$ cat src/rtl/switch_stats_counter.sv
// Per-port weighted accept/drop/deliver counters for the switch.
// Saturating live bank, snapshot shadow bank, 1-cycle registered readout.
module switch_stats_counter #(
   parameter int NUM_PORTS     = 4,
   parameter int CNT_WIDTH     = 16,
   parameter int CLEAR_ON_SNAP = 1
) (
   input  logic                                clk,
   input  logic                                rst_n,
   input  logic [NUM_PORTS-1:0]                valid_in,
   input  logic [NUM_PORTS*NUM_PORTS-1:0]      target_in,
   input  logic [NUM_PORTS-1:0]                fifo_full,
   input  logic [NUM_PORTS-1:0]                valid_out,
   input  logic                                snap_req,
   input  logic                                rd_en,
   input  logic [$clog2(NUM_PORTS)+1:0]        rd_addr,
   output logic [CNT_WIDTH-1:0]                rd_data,
   output logic                                rd_valid,
   output logic [NUM_PORTS-1:0]                sat_flag
);

   localparam int PW = $clog2(NUM_PORTS);
   localparam int W  = CNT_WIDTH;

   typedef logic [W-1:0] cnt_t;

   cnt_t        acc_q    [NUM_PORTS];
   cnt_t        drop_q   [NUM_PORTS];
   cnt_t        dlv_q    [NUM_PORTS];
   cnt_t        shadow_q [NUM_PORTS][4];
   cnt_t        status_c [NUM_PORTS];
   logic [W:0]  wt       [NUM_PORTS];
   logic [W:0]  res_acc  [NUM_PORTS];
   logic [W:0]  res_drop [NUM_PORTS];
   logic [W:0]  res_dlv  [NUM_PORTS];
   logic [W+4:0] st_ext  [NUM_PORTS];
   logic [NUM_PORTS-1:0] sat_d;
   cnt_t        rd_mux;
   logic        clr;

   assign clr = snap_req && (CLEAR_ON_SNAP != 0);

   // Bit W of the result flags an overflow; the value is clamped to all-ones.
   function automatic logic [W:0] add_sat(input cnt_t a, input logic [W:0] b);
      logic [W:0] s;
      s = {1'b0, a} + b;
      if (s[W]) s = '1;
      return s;
   endfunction

   always_comb begin
      sat_d = '0;
      for (int p = 0; p < NUM_PORTS; p++) begin
         wt[p] = (W+1)'($countones(target_in[p*NUM_PORTS +: NUM_PORTS]));
         res_acc[p] = add_sat(clr ? '0 : acc_q[p],
                              (valid_in[p] && !fifo_full[p]) ? wt[p] : '0);
         res_drop[p] = add_sat(clr ? '0 : drop_q[p],
                               (valid_in[p] && fifo_full[p]) ? wt[p] : '0);
         res_dlv[p] = add_sat(clr ? '0 : dlv_q[p], (W+1)'(valid_out[p]));
         sat_d[p] = (clr ? 1'b0 : sat_flag[p])
                  | res_acc[p][W] | res_drop[p][W] | res_dlv[p][W];
         st_ext[p] = {W'(0), sat_flag[p], 2'b00, valid_in[p], fifo_full[p]};
         status_c[p] = st_ext[p][W-1:0];
      end
   end

   // Ports beyond NUM_PORTS match no entry and read as zero.
   always_comb begin
      rd_mux = '0;
      for (int p = 0; p < NUM_PORTS; p++) begin
         if (rd_addr[PW+1:2] == PW'(p)) rd_mux = shadow_q[p][rd_addr[1:0]];
      end
   end

   always_ff @(posedge clk) begin
      if (!rst_n) begin
         for (int p = 0; p < NUM_PORTS; p++) begin
            acc_q[p]  <= '0;
            drop_q[p] <= '0;
            dlv_q[p]  <= '0;
            for (int s = 0; s < 4; s++) shadow_q[p][s] <= '0;
         end
         sat_flag <= '0;
         rd_data  <= '0;
         rd_valid <= 1'b0;
      end else begin
         for (int p = 0; p < NUM_PORTS; p++) begin
            acc_q[p]  <= res_acc[p][W-1:0];
            drop_q[p] <= res_drop[p][W-1:0];
            dlv_q[p]  <= res_dlv[p][W-1:0];
            if (snap_req) begin
               shadow_q[p][0] <= acc_q[p];
               shadow_q[p][1] <= drop_q[p];
               shadow_q[p][2] <= dlv_q[p];
               shadow_q[p][3] <= status_c[p];
            end
         end
         sat_flag <= sat_d;
         rd_valid <= rd_en;
         rd_data  <= rd_en ? rd_mux : '0;
      end
   end

endmodule

$ cat config.mk
export PLATFORM = sky130hd
export DESIGN_NAME = switch_stats_counter
export DESIGN_NICKNAME = d
export VERILOG_FILES = /design/src/rtl/switch_stats_counter.sv
export SDC_FILE = /design/constraint.sdc
export NUM_CORES = 1
export LEC_CHECK = 0
export BUFFER_PORTS_ARGS = -buffer_cell sky130_fd_sc_hd__buf_2
export CORE_MARGIN = 1.5
export CORE_UTILIZATION = 60
export CTS_BUF_LIST = sky130_fd_sc_hd__clkbuf_8 sky130_fd_sc_hd__clkbuf_16
export CTS_CLUSTER_DIAMETER = 60
export CTS_CLUSTER_SIZE = 14
export DETAILED_ROUTE_END_ITERATION = 6
export PLACE_DENSITY = 0.77
export SLEW_MARGIN = 20
export SYNTH_ARGS = -nofsm -noshare
export SYNTH_HDL_FRONTEND = slang
export SYNTH_SLANG_ARGS = --single-unit
$ cat constraint.sdc
create_clock -name clk -period 18.8 [get_ports clk]
set_clock_uncertainty 0.1 [all_clocks]
set_input_delay 0.94 -clock clk [delete_from_list [all_inputs] [get_ports clk]]
set_output_delay 0.94 -clock clk [all_outputs]
set_load 0.05 [all_outputs]
# == After elaboration in Yosys (flattened, before gate mapping) ==
# Memories as Yosys holds them, arrays and structs flattened.
# Index checks and enable logic that the tools add are counted.
# word_totals
mem_count,4
out_inout_bits,21
ff_bits,21
mem_bits_rw,396
# memory_table
name,depth,width,read_ports,rd_clocked_by_memory_dff,wr,line,source
shadow_q,4,51,4,0,4,30,cnt_t shadow_q [NUM_PORTS][4];
acc_q,4,16,4,0,4,27,cnt_t acc_q [NUM_PORTS];
dlv_q,4,16,4,0,4,29,cnt_t dlv_q [NUM_PORTS];
drop_q,4,16,4,0,4,28,cnt_t drop_q [NUM_PORTS];
# classes
magnitude_cmp,1
eq_ne,3
bitwise_logic,41
n_mux,85
add_sub_neg,24
n_reduce_logical,14
# op_table
operator,n
16-bit 2-to-1 mux,48
17-bit 2-to-1 mux,12
16-bit by 3-bit adder with 17-bit output,8
16-bit binary-select mux with 2-bit select,4
16-bit by 1-bit adder with 17-bit output,4
1-bit bitwise OR,40
3-bit 2-to-1 mux,12
1-bit by 1-bit adder with 2-bit output,8
2-bit by 2-bit adder with 3-bit output,4
1-bit 2-to-1 mux,9
1-bit logical AND,8
2-bit == test (second input constant),2
1-bit zero test,4
3-bit greater-or-equal comparator (second input constant),1
2-bit inverter with 3-bit output,1
2-bit by 1-bit == test with 1-bit output (second input constant),1
2-bit zero test,1
2-bit AND reduction,1

# == Longest topological paths before layout ==
# Gate-level depths: netlist of run 1.
# depth
ltp_word,8
mapped_depth,14

# == Worst setup path after synthesis of run 1 ==
# OpenSTA, ideal clock, no wires.
# synth_path
path_kind,input port to flip-flop
startpoint,input rst_n
endpoint,"memory shadow_q[0][0] in the netlist's numbering, enable pin"
cell_stages,3
path_buffers,2
required_ps,18052
slack_ps,11060
arrival_time_ps,6992
setup_ps,648
cell_sequence,clkbuf_1 > nand2_1 > clkbuf_1
# synth_rtl
element,line,source
from (decl),9,"input logic rst_n,"
to (decl),30,

==> results of run 1 <==
-- area by class of cell --
cell class                 instances  area, um2  area share [%]
tap                              448      560.5           2.556
multi-input combinational       1383       9326           42.52
inverter                          27      102.6          0.4678
timing repair buffer              69      409.1           1.865
clock inverter                    28      151.4          0.6903
antenna                            1      2.502         0.01141
clock buffer                      40      989.7           4.513
sequential                       417      10390           47.37
-- logic make-up (layout without fill, tap and decap cells) --
| group | Yosys count | count (layout) | synth area share (%) |
|---|---|---|---|
| simple gates | 858 | 858 | 23.00 |
| flops | 417 | 417 | 51.16 |
| compound gates | 295 | 295 | 9.519 |
| buf+inv | 151 | 164 | 2.951 |
| xor+xnor | 108 | 108 | 4.658 |
| mux | 70 | 70 | 5.064 |
| fa+ha+maj | 52 | 52 | 3.647 |
| other cells | 0 | 1 | 0 |
-- worst max path at each step --
stage	start	endpoint	slack [ns]	depth (start not counted)
after floorplan	rst_n	shadow_q[0][0]	11.06	3
after detailed placement	snap_req	drop_q[1][9]	14.04	7
final	snap_req	acc_q[3][15]	14.78	10
after global routing	snap_req	drop_q[1][10]	14.57	7
after global placement	snap_req	drop_q[1][9]	14.10	7
after CTS	snap_req	drop_q[1][9]	14.58	7
-- sequential cells by signal, indices dropped and copies added (netlist names) --
register  flops
shadow_q    204
acc_q        64
dlv_q        64
drop_q       64
rd_data      16
sat_flag      4
rd_valid      1
-- where the power goes --
part,total [uW],internal (uW),leakage (uW),switching [uW]
registers,989,978,0.00396,11.1
clock network,724,394,0.000636,330
logic,118,36.2,0.00427,81.9
-- per-layer routing --
layer  share of wire [%]  vias to the layer above  global-route usage, %
met1                  45                     7241                  40.56
met4                 2.2                        4                  6.979
met3                 7.1                       80                  3.752
met2                  46                      511                  43.14
met5               0.069                        -                      0
li1                    -                     7098                      -
-- stage by stage --
stage / cells / cell area (um2)
after floorplan: 1951 / 20310
after global placement: 2344 / 20780
after detailed placement: 2344 / 20780
after CTS: 2412 / 21930
after global routing: 2413 / 21930
final: 2413 / 21930
-- cells in the final DEF, fill, tap and decap left out, types with 5 or more instances in the layout --
| master | n |
|---|---|
| nor2b_1 | 73 |
| or3_1 | 14 |
| buf_2 | 54 |
| o21a_1 | 60 |
| a211oi_1 | 23 |
| dfxtp_1 | 213 |
| clkbuf_16 | 39 |
| mux2i_1 | 42 |
| o21ai_0 | 39 |
| xor2_1 | 34 |
| a31oi_1 | 10 |
| and4b_1 | 7 |
| nor3b_1 | 8 |
| o211ai_1 | 5 |
| nand2_1 | 113 |
| mux4_2 | 26 |
| fa_1 | 12 |
| nand4_1 | 33 |
| and2_1 | 18 |
| nor3_1 | 50 |
| a21oi_1 | 90 |
| nand2b_1 | 7 |
| inv_1 | 46 |
| nand3_1 | 57 |
| a21o_1 | 7 |
| and3_1 | 224 |
| xnor2_1 | 74 |
| ha_1 | 40 |
| nor4_1 | 14 |
| a221oi_1 | 10 |
| nor2_1 | 189 |
| o31a_1 | 5 |
| o22ai_1 | 8 |
| and4_1 | 15 |
| buf_4 | 11 |
| a22oi_1 | 10 |
| edfxtp_1 | 204 |
==> results.md, run 1 <==
| Stage | Result | Value |
|---|---|---|
| outcome | Run status | finished, violations left |
| outcome | Failing checks | DRC |
| synthesis | Most numerous cell in the Yosys netlist | and3_1 |
| setup path | Arr. time, crit path | 4.34 ns |
| die | I/O pin count | 57 |
| die | Initial cell density of the core | 60.72% |
| grt | Number of antenna violations at the first check in global routing | 3 |
| setup path | Class of the most critical setup path | input pin to flop |
| synthesis | Syn Nets | 2039 |
| layout | Layout-stage area growth over the synthesis result | 7.997% |
| timing | Sum of negative setup slack | 0 ns |
| clocking | Clock tree from TritonCTS | yes |
| setup path | Top cell family by delay on the critical path | simple AND/OR/NAND/NOR gates |
| synthesis | Syn Inst Count | 1951 |
| timing | Final slew viol count | 0 |
| timing | Post-route worst hold slack | 0.4101 ns |
| timing | Setup ws final | 14.78 ns |
| placed design | Final weighted congestion in routability-driven placement | 0.8597 |
| route | Iteration count of the initial detailed-routing pass | 7 |
| clocking | Root Driver | clkbuf_16 |
| grt | Overall global routing resource usage | 27.51% |
| setup path | Worst reg2reg startpoint | dlv_q[3][0] |
| layout | Number of nets in the finished design | 2023 |
| synthesis | Cell taking the most area after synthesis | edfxtp_1 |
| route | DRT antenna net count | 0 |
| hold path | Endpoint, Worst Hold | drop_q[1][14] |
| synthesis | Share of flip-flops with an asynchronous set or reset | 0% |
| synthesis | EDFF count, synth | 204 |
| clocking | Reg clk slew, reported paths | 0.07 ns |
| timing | Unrepaired setup endpoints after global routing | false |
| synthesis | Synthesized area per cell | 10.41 um2 |
| die | Core Area | 0.03345 mm2 |
| synthesis | Area share of the leading cell type in the synthesized netlist | 30.16% |
| clocking | CTS Buffer Depth | 3 |
| timing | Slew @ Worst Pin | 1.127 ns |
| route | Wire length after detailed routing | 48050 um |
| setup path | Count of buffer and inverter cells on the critical path | 2 |
| hold path | Hold depth | 1 |
| pwr | Total power of the final layout | 1831 uW |
| clocking | Setup repair bufs after CTS | 0 |
| synthesis | Ys Warns | 0 |
| clocking | Post-cts hold buffer count | 0 |
| setup path | Required @ worst endpoint | 19.12 ns |
| synthesis | Count of unique library cells instantiated by Yosys | 76 |
| clocking | CTS buffer count | 37 |
| synthesis | Synthesized cell area | 0.02031 mm2 |
| die | Standard-cell row count | 67 |
| route | Drt first-iter violations | 1707 |
| synthesis | Flip-flop and latch count after synthesis | 417 |
| layout | Fraction of layout instances using a drive strength above 1 | 8.350% |
| clocking | Clock sink count | 417 |
| grt | Via count of the first global-routing pass | 14100 |
| setup path | FF-to-FF setup slack | 15.91 ns |
| route | Wire length per cell | 19.91 um |
| setup path | Peak per-stage delay on the critical path | 0.47 ns |
| synthesis | Post-synthesis sequential area ratio | 51.16% |
| hold path | Worst Hold Launch | drop_q[1][14] |
| synthesis | Top_reg_cell synth | dfxtp_1 |
| setup path | Element type at the critical path end | flop |
| die | Die width | 187.0 um |
| layout | Core utilization of the finished layout | 65.57% |
| grt | Gr ovfl total | 0 |
| setup path | CP startpoint kind | input pin |
| placed design | HPWL reported at the end of detailed placement | 31130 um |
| placed design | Count of buffers from port buffering | 56 |
| clocking | H-tree lvl count | 2 |
| timing | Clock period minus final worst setup slack | 4.021 ns |
| job | Max-cap violations | 0 |
| route | Remaining design rule violation count | 1 |
| timing | Upper clock frequency limit | 0.2487 GHz |
| placed design | Pre-CTS setup slack | 14.04 ns |
| pwr | Cell area power density | 83.50 mW/mm2 |
| timing | Max-slew headroom | 24.89% |
| timing | Part of the cycle the worst path needs | 21.39% |
| route | Post-DR vias/cell | 6.189 |
| hold path | Worst min-delay path class | flop to flop |
| route | Via count of the routed design | 14930 |
| timing | Number of failing setup endpoints in the final timing report | 0 |
| setup path | Crit Reg-Reg Endpoint | dlv_q[3][7] |
| setup path | Largest fanout of any net on the critical path | 201 |
| pwr | Worst ir drop on vdd | 0.06651 mV |
| timing | Final Hold Viols | 0 |
| layout | Count of fill cells added during filler insertion | 2553 |
| setup path | Slowest stage cell, crit path | buf_12 |
| grt | Largest net degree at the start of global routing | 202 |
| clocking | Worst-skew pair later-pin latency | 0.53 ns |
| clocking | Resized Gates After CTS | 0 |
| synthesis | Largest cells by area after synthesis | edfxtp_1 (30%), dfxtp_1 (21%), and3_1 (6.9%), nor2_1 (3.5%), xnor2_1 (3.2%) |
| pwr | Static leakage power | 0.008865 uW |
| setup path | Ordered cell list for the critical path | clkbuf_8 -> buf_12 -> nor2b_1 -> ha_1 -> fa_1 -> a21oi_1 -> or3_4 -> or2_4 -> or4b_1 -> o311a_1 |
| die | Full die area | 0.03496 mm2 |
| setup path | FF-to-FF path depth | 8 |
| die | Die H | 187.0 um |
| synthesis | Top post-synthesis cells by count | and3_1 (224), dfxtp_1 (213), edfxtp_1 (204) |
| grt | Global-route wire length before repair | 77290 um |
No activity file was read; power rests on OpenSTA's default activity.
==> run 2: changes to the inputs <==
- CORE_UTILIZATION: 60 -> 57
- clock period: 18.8 -> 3.6 ns (I/O delays scaled with it)
==> results.md, run 2 (synthesis gave the netlist of run 1 again) <==
| Stage | Result | Value |
|---|---|---|
| timing | Final slew viol count | 0 |
| timing | Final Hold Viols | 0 |
| die | I/O pin count | 57 |
| timing | Max-slew headroom | 29.12% |
| placed design | Pre-CTS setup slack | 0.2020 ns |
| setup path | Ordered cell list for the critical path | buf_2 -> fa_1 -> ha_1 -> ha_1 -> and2_1 -> fa_1 -> a21oi_1 -> or3_4 -> or2_4 -> or4b_1 -> o311a_1 |
| grt | Via count of the first global-routing pass | 14450 |
| clocking | Clock sink count | 417 |
| timing | Sum of negative setup slack | 0 ns |
| placed design | HPWL reported at the end of detailed placement | 33320 um |
| clocking | Root Driver | clkbuf_16 |
| pwr | Total power of the final layout | 9388 uW |
| hold path | Endpoint, Worst Hold | shadow_q[0][1] |
| pwr | Worst ir drop on vdd | 0.3553 mV |
| hold path | Hold depth | 2 |
| hold path | Worst Hold Launch | valid_in[0] |
| layout | Layout-stage area growth over the synthesis result | 9.476% |
| layout | Most common cell after layout, fill and taps aside | and3_1 |
| setup path | Slowest stage cell, crit path | fa_1 |
| timing | Clock period minus final worst setup slack | 2.854 ns |
| timing | Setup ws final | 0.7457 ns |
| grt | Gr ovfl total | 0 |
| die | Full die area | 0.03677 mm2 |
| clocking | Clock tree from TritonCTS | yes |
| setup path | Peak per-stage delay on the critical path | 0.47 ns |
| route | DRT antenna net count | 0 |
| hold path | Worst min-delay path class | input pin to flop |
| setup path | Stages on the worst setup path | 11 |
| timing | Number of failing setup endpoints in the final timing report | 0 |
| layout | Core utilization of the finished layout | 63.89% |
| setup path | Required @ worst endpoint | 3.91 ns |
| timing | Part of the cycle the worst path needs | 79.28% |
| layout | Number of nets in the finished design | 2063 |
| grt | Largest net degree at the start of global routing | 117 |
| pwr | Sequential share of power | 54.9% |
| setup path | Top cell family by delay on the critical path | adder cells |
| pwr | Cell area power density | 422.3 mW/mm2 |
| layout | Fraction of layout instances using a drive strength above 1 | 9.345% |
| setup path | Count of buffer and inverter cells on the critical path | 1 |
| setup path | Arr. time, crit path | 3.17 ns |
| clocking | Worst-skew pair later-pin latency | 0.52 ns |
| setup path | FF-to-FF setup slack | 0.96 ns |
| setup path | Element type at the critical path end | flop |
| pwr | Switching share of total power | 23.49% |
| setup path | Worst reg2reg startpoint | acc_q[3][0] |
| route | Remaining design rule violation count | 0 |
| clocking | Reg clk slew, reported paths | 0.07 ns |
| setup path | Crit Reg-Reg Endpoint | acc_q[3][14] |
| timing | Slew @ Worst Pin | 1.063 ns |
| clocking | Setup repair bufs after CTS | 0 |
| pwr | Int Power | 7183 uW |
| route | Via count of the routed design | 15250 |
| route | Wire length per cell | 20.03 um |
| route | Drt first-iter violations | 1659 |
| setup path | FF-to-FF path depth | 8 |
| grt | Overall global routing resource usage | 27.06% |
| die | Die width | 191.8 um |
| outcome | Run status | finished, final reports clean |
| placed design | Final weighted congestion in routability-driven placement | 0.8759 |
| route | Iteration count of the initial detailed-routing pass | 5 |
| clocking | H-tree lvl count | 2 |
| pwr | Static leakage power | 0.009043 uW |
| setup path | Class of the most critical setup path | input pin to flop |
| die | Standard-cell row count | 68 |
| placed design | Count of buffers from port buffering | 56 |
| grt | Number of antenna violations at the first check in global routing | 3 |
| die | Core Area | 0.03480 mm2 |
| clocking | CTS Buffer Depth | 3 |
| setup path | Largest fanout of any net on the critical path | 4 |
| layout | Highest-count cells in the layout ignoring fill and taps | and3_1 (224), dfxtp_1 (213), edfxtp_1 (204), nor2_1 (189), nand2_1 (113) |
| pwr | Net Sw Power | 2205 uW |
| job | Max-cap violations | 0 |
| layout | Register ranked first by flip-flop count | shadow_q |
| pwr | Share of power burned in the clock network | 38.0% |
| layout | Number of flip-flops in the largest register | 204 |
| route | Post-DR vias/cell | 6.206 |
| clocking | CTS buffer count | 36 |
| timing | Unrepaired setup endpoints after global routing | false |
| setup path | CP startpoint kind | input pin |
| route | Wire length after detailed routing | 49210 um |
| pwr | Portion of total power attributed to combinational logic | 7.0% |
| die | Die H | 191.8 um |
| grt | Global-route wire length before repair | 78350 um |
| timing | Upper clock frequency limit | 0.3504 GHz |
| die | Initial cell density of the core | 58.36% |
run 2: cell type report:
cell class | count | area, um2
repair buffers | 110 | 805.8
inverters | 27 | 102.6
fillers | 2690 | 12570
multi-input cells | 1383 | 9326
flip-flops and latches | 417 | 10390
clock buffers | 37 | 925.9
diodes | 1 | 2.502
clock inverters | 27 | 110.1
well taps | 455 | 569.3
run 2: worst max-delay path by stage:
stage	startpoint	endpoint	slack, ns
3_3_place_gp	target_in[12]	acc_q[3][15]	0.24
5_1_grt	valid_in[3]	acc_q[3][13]	0.57
4_1_cts	target_in[12]	acc_q[3][15]	0.75
6_report	target_in[12]	acc_q[3][15]	0.75
3_5_place_dp	target_in[0]	sat_flag[0]	0.20
2_1_floorplan	snap_req	acc_q[3][15]	0.29
run 2: metrics by stage:
stage	cells	area, um2	hold slack (ns)
6_report	2457	22230	0.03827
5_1_grt	2457	22230	0.04309
4_1_cts	2456	22230	0.005188
3_5_place_dp	2380	21070	0.3991
3_3_place_gp	2380	21070	0.3932
2_1_floorplan	1951	20310	0.2703
run 2: worst register-to-register path, stage by stage (launching register included):
cell and delay, ns:
dfxtp_1 0.33, nor2b_1 0.15, ha_1 0.22, fa_1 0.23, a21oi_1 0.11, or3_4 0.43, or2_4 0.26, or4_1 0.50
and3_1 0.19
run 2: metal layers:
metal,GRT usage [%],vias to the layer above,wire length [um]
met3,4.513,85,3640
met2,42.72,538,22750
li1,-,7181,-
met4,8.413,2,1425
met5,0,-,10
met1,38.20,7442,21380
run 2: power groups by stage:
| stage | sequential [uW] | combinational [uW] | clock, uW |
|---|---|---|---|
| 4_1_cts | 5160 | 655 | 3610 |
| 6_report | 5160 | 659 | 3570 |
| 3_5_place_dp | 5260 | 641 | 0 |
| 2_1_floorplan | 5270 | 395 | 0 |
| 5_1_grt | 5170 | 711 | 3790 |
| 3_3_place_gp | 5260 | 626 | 0 |
run 2: repair_timing:
item	4_1_cts	5_1_grt
hold buffers	12	0
endpoints found under the setup margin	0	0
resized for setup	0	0
endpoints found under the hold margin	18	0
==> run 3: changes to the inputs <==
- ABC_AREA: not set -> 1
- CORE_UTILIZATION: 57 -> 60
- clock period: 3.6 -> 2.73 ns (I/O delays scaled with it)
==> results.md, run 3 <==
| Stage | Result | Value |
|---|---|---|
| synthesis | Most numerous cell in the Yosys netlist | nor2_1 |
| synthesis | Synthesized area per cell | 7.416 um2 |
| setup path | Cell with the most instances on the worst path | nand2_1 |
| setup path | Required @ worst endpoint | 3.12 ns |
| clocking | CTS buffer count | 40 |
| setup path | Peak per-stage delay on the critical path | 0.40 ns |
| layout | Number of nets in the finished design | 3177 |
| setup path | Ordered cell list for the critical path | inv_1 -> nor2_1 -> ha_1 -> ha_1 -> nand2_1 -> nor2_4 -> nand2_1 -> nor2_4 -> nand3_2 -> nand3_1 -> nand2_1 -> inv_1 |
| route | Wire length per cell | 16.36 um |
| setup path | Top cell family by delay on the critical path | simple AND/OR/NAND/NOR gates |
| layout | Antenna Cells | 0 |
| grt | Number of antenna violations at the first check in global routing | 1 |
| setup path | Element type at the critical path end | flop |
| hold path | Hold depth | 5 |
| synthesis | Area share of the leading cell type in the synthesized netlist | 27.32% |
| layout | Number of flip-flops in the largest register | 204 |
| timing | Max-slew headroom | 41.72% |
| grt | Via count of the first global-routing pass | 19050 |
| route | Remaining design rule violation count | 0 |
| synthesis | Share of flip-flops with an asynchronous set or reset | 0% |
| synthesis | Count of unique library cells instantiated by Yosys | 37 |
| setup path | Largest fanout of any net on the critical path | 16 |
| clocking | Resized Gates After CTS | 0 |
| die | Standard-cell row count | 70 |
| setup path | Slowest stage cell, crit path | nand3_2 |
| setup path | FF-to-FF path depth | 12 |
| timing | Upper clock frequency limit | 0.4200 GHz |
| setup path | Worst reg2reg startpoint | dlv_q[1][0] |
| route | Iteration count of the initial detailed-routing pass | 5 |
| route | Drt first-iter violations | 1398 |
| setup path | Arr. time, crit path | 2.77 ns |
| synthesis | Largest cells by area after synthesis | edfxtp_1 (27%), dfxtp_1 (19%), nor2_1 (11%), nand2_1 (9.6%), inv_1 (7.6%) |
| clocking | H-tree lvl count | 2 |
| grt | Global-route wire length before repair | 94180 um |
| pwr | Worst ir drop on vdd | 0.4306 mV |
| synthesis | Cell taking the most area after synthesis | edfxtp_1 |
| route | Wire length after detailed routing | 58670 um |
| clocking | CTS Buffer Depth | 3 |
| timing | Slew @ Worst Pin | 0.8742 ns |
| die | Die width | 196.3 um |
| layout | Layout Cells excl Fill | 3587 |
| synthesis | Syn Nets | 3112 |
| synthesis | Synthesized cell area | 0.02243 mm2 |
| setup path | FF-to-FF setup slack | 0.35 ns |
| synthesis | Top post-synthesis cells by count | nor2_1 (687), nand2_1 (576), inv_1 (456) |
| placed design | Final weighted congestion in routability-driven placement | 0.9631 |
| synthesis | Ys Warns | 0 |
| clocking | Clock tree from TritonCTS | yes |
| grt | Gr ovfl total | 0 |
| pwr | Total power of the final layout | 13180 uW |
| layout | Most common cell after layout, fill and taps aside | nor2_1 |
| layout | Fraction of layout instances using a drive strength above 1 | 8.592% |
| timing | Final slew viol count | 0 |
| die | I/O pin count | 57 |
| placed design | Placed insts | 3501 |
| clocking | Reg clk slew, reported paths | 0.07 ns |
| clocking | Clock sink count | 417 |
| job | Max-cap violations | 0 |
| synthesis | EDFF count, synth | 204 |
| clocking | Worst-skew pair later-pin latency | 0.54 ns |
| die | Core Area | 0.03670 mm2 |
| hold path | Worst Hold Launch | rd_addr[2] |
| layout | Highest-count cells in the layout ignoring fill and taps | nor2_1 (686), nand2_1 (574), inv_1 (471), nand3_1 (243), dfxtp_1 (213) |
| placed design | Count of buffers from port buffering | 56 |
| setup path | Crit Reg-Reg Endpoint | dlv_q[1][14] |
| synthesis | Syn Inst Count | 3024 |
| hold path | Endpoint, Worst Hold | rd_data[1] |
| timing | Final Hold Viols | 0 |
| synthesis | Post-synthesis sequential area ratio | 46.33% |
| synthesis | Flip-flop and latch count after synthesis | 417 |
| timing | Number of failing setup endpoints in the final timing report | 0 |
| pwr | Static leakage power | 0.01068 uW |
| timing | Clock period minus final worst setup slack | 2.381 ns |
| timing | Part of the cycle the worst path needs | 87.21% |
| outcome | Run status | finished, final reports clean |
| die | Initial cell density of the core | 61.11% |
| hold path | Worst min-delay path class | input pin to flop |
| setup path | CP startpoint kind | flop |
| synthesis | Top_reg_cell synth | dfxtp_1 |
| route | DRT antenna net count | 0 |
| die | Die H | 196.3 um |
| layout | Register ranked first by flip-flop count | shadow_q |
| pwr | Cell area power density | 533.4 mW/mm2 |
| timing | Unrepaired setup endpoints after global routing | false |
| placed design | HPWL reported at the end of detailed placement | 41430 um |
| grt | Overall global routing resource usage | 30.53% |
| layout | Core utilization of the finished layout | 67.34% |
| placed design | Placed standard-cell area | 0.02331 mm2 |
| die | Full die area | 0.03855 mm2 |
| setup path | Class of the most critical setup path | flop to flop |
| route | Via count of the routed design | 19710 |
| layout | Layout-stage area growth over the synthesis result | 10.19% |
| setup path | Count of buffer and inverter cells on the critical path | 2 |
| clocking | Root Driver | clkbuf_16 |
| layout | Post-layout instance area | 0.02471 mm2 |
| grt | Largest net degree at the start of global routing | 117 |
| route | Post-DR vias/cell | 5.493 |
## run 3: changes by cell type after synthesis, sizes merged, moves of 50 or more
cell	change
nor2b	-73
nand2	+478
o21ai	+58
inv	+436
clkbuf	-50
and3	-226
nor2	+519
o21a	-57
nand3	+194
nor3	-50
## run 3: how the worst max path moves through the flow
stage | startpoint | end | slack, ns | cells after the start
global route | dlv_q[1][0] | dlv_q[1][15] | 0.13 | 12
finish | dlv_q[1][0] | dlv_q[1][14] | 0.35 | 12
detailed placement | target_in[12] | drop_q[3][1] | -0.10 | 15
floorplan | snap_req | sat_flag[2] | 0.04 | 18
CTS | dlv_q[1][0] | dlv_q[1][14] | 0.34 | 12
global placement | target_in[12] | acc_q[3][12] | -0.03 | 15
## run 3: cells by family after synthesis
family | after synthesis | share of synthesized area, %
DFF | 417 | 46.33
xor gates and xnor gates | 63 | 2.460
buffers and inverters | 587 | 10.90
AOI/OAI and AO/OA | 279 | 6.779
and+or+nand+nor | 1626 | 30.23
adders and majority gates | 52 | 3.303
## run 3: worst register-to-register path: stages, from the launching register on
cell     delay (ns)
dfxtp_1        0.31
inv_1          0.06
nor2_1         0.11
ha_1           0.21
ha_1           0.19
nand2_1        0.10
nor2_4         0.14
nand2_1        0.16
nor2_4         0.18
nand3_2        0.40
nand3_1        0.24
nand2_1        0.07
inv_1          0.06
## run 3: power by group
part	internal [uW]	switching (uW)	leakage, uW
Sequential	6710	55.4	0.00400
Combinational	243	661	0.00602
Clock	3030	2490	0.000663
## run 3: area by class of cell
type | count | area (um2)
tap | 468 | 585.6
fill | 3071 | 11990
timing repair buffer | 146 | 1109
inverter | 464 | 1748
clock buffer | 41 | 1026
multi-input combinational | 2020 | 9619
clock inverter | 31 | 235.2
sequential | 417 | 10390
## run 3: layer usage
metal / wire, um / GRT usage, % / up-vias / part of all wire, %
li1: - / - / 9624 / -
met1: 23010 / 37.22 / 9145 / 39
met2: 28990 / 53.77 / 765 / 49
met3: 3846 / 3.919 / 169 / 6.6
met4: 2804 / 14.39 / 2 / 4.8
met5: 11 / 0 / - / 0.019
## run 3: metrics by stage
| stage | worst slack (ns) | TNS (ns) | hold WS (ns) |
|---|---|---|---|
| detailed placement | -0.1021 | -1.619 | 0.3957 |
| CTS | 0.3390 | 0 | 0.07067 |
| global placement | -0.03085 | -0.2249 | 0.3842 |
| finish | 0.3491 | 0 | 0.1049 |
| global route | 0.1330 | 0 | 0.1491 |
| floorplan | 0.03765 | 0 | 0.2248 |
## run 3: timing repair
action / CTS / global route
endpoints found under the hold margin: 39 / 0
hold buffers: 14 / 0
endpoints found under the setup margin: 0 / 0
setup buffers: 0 / 0
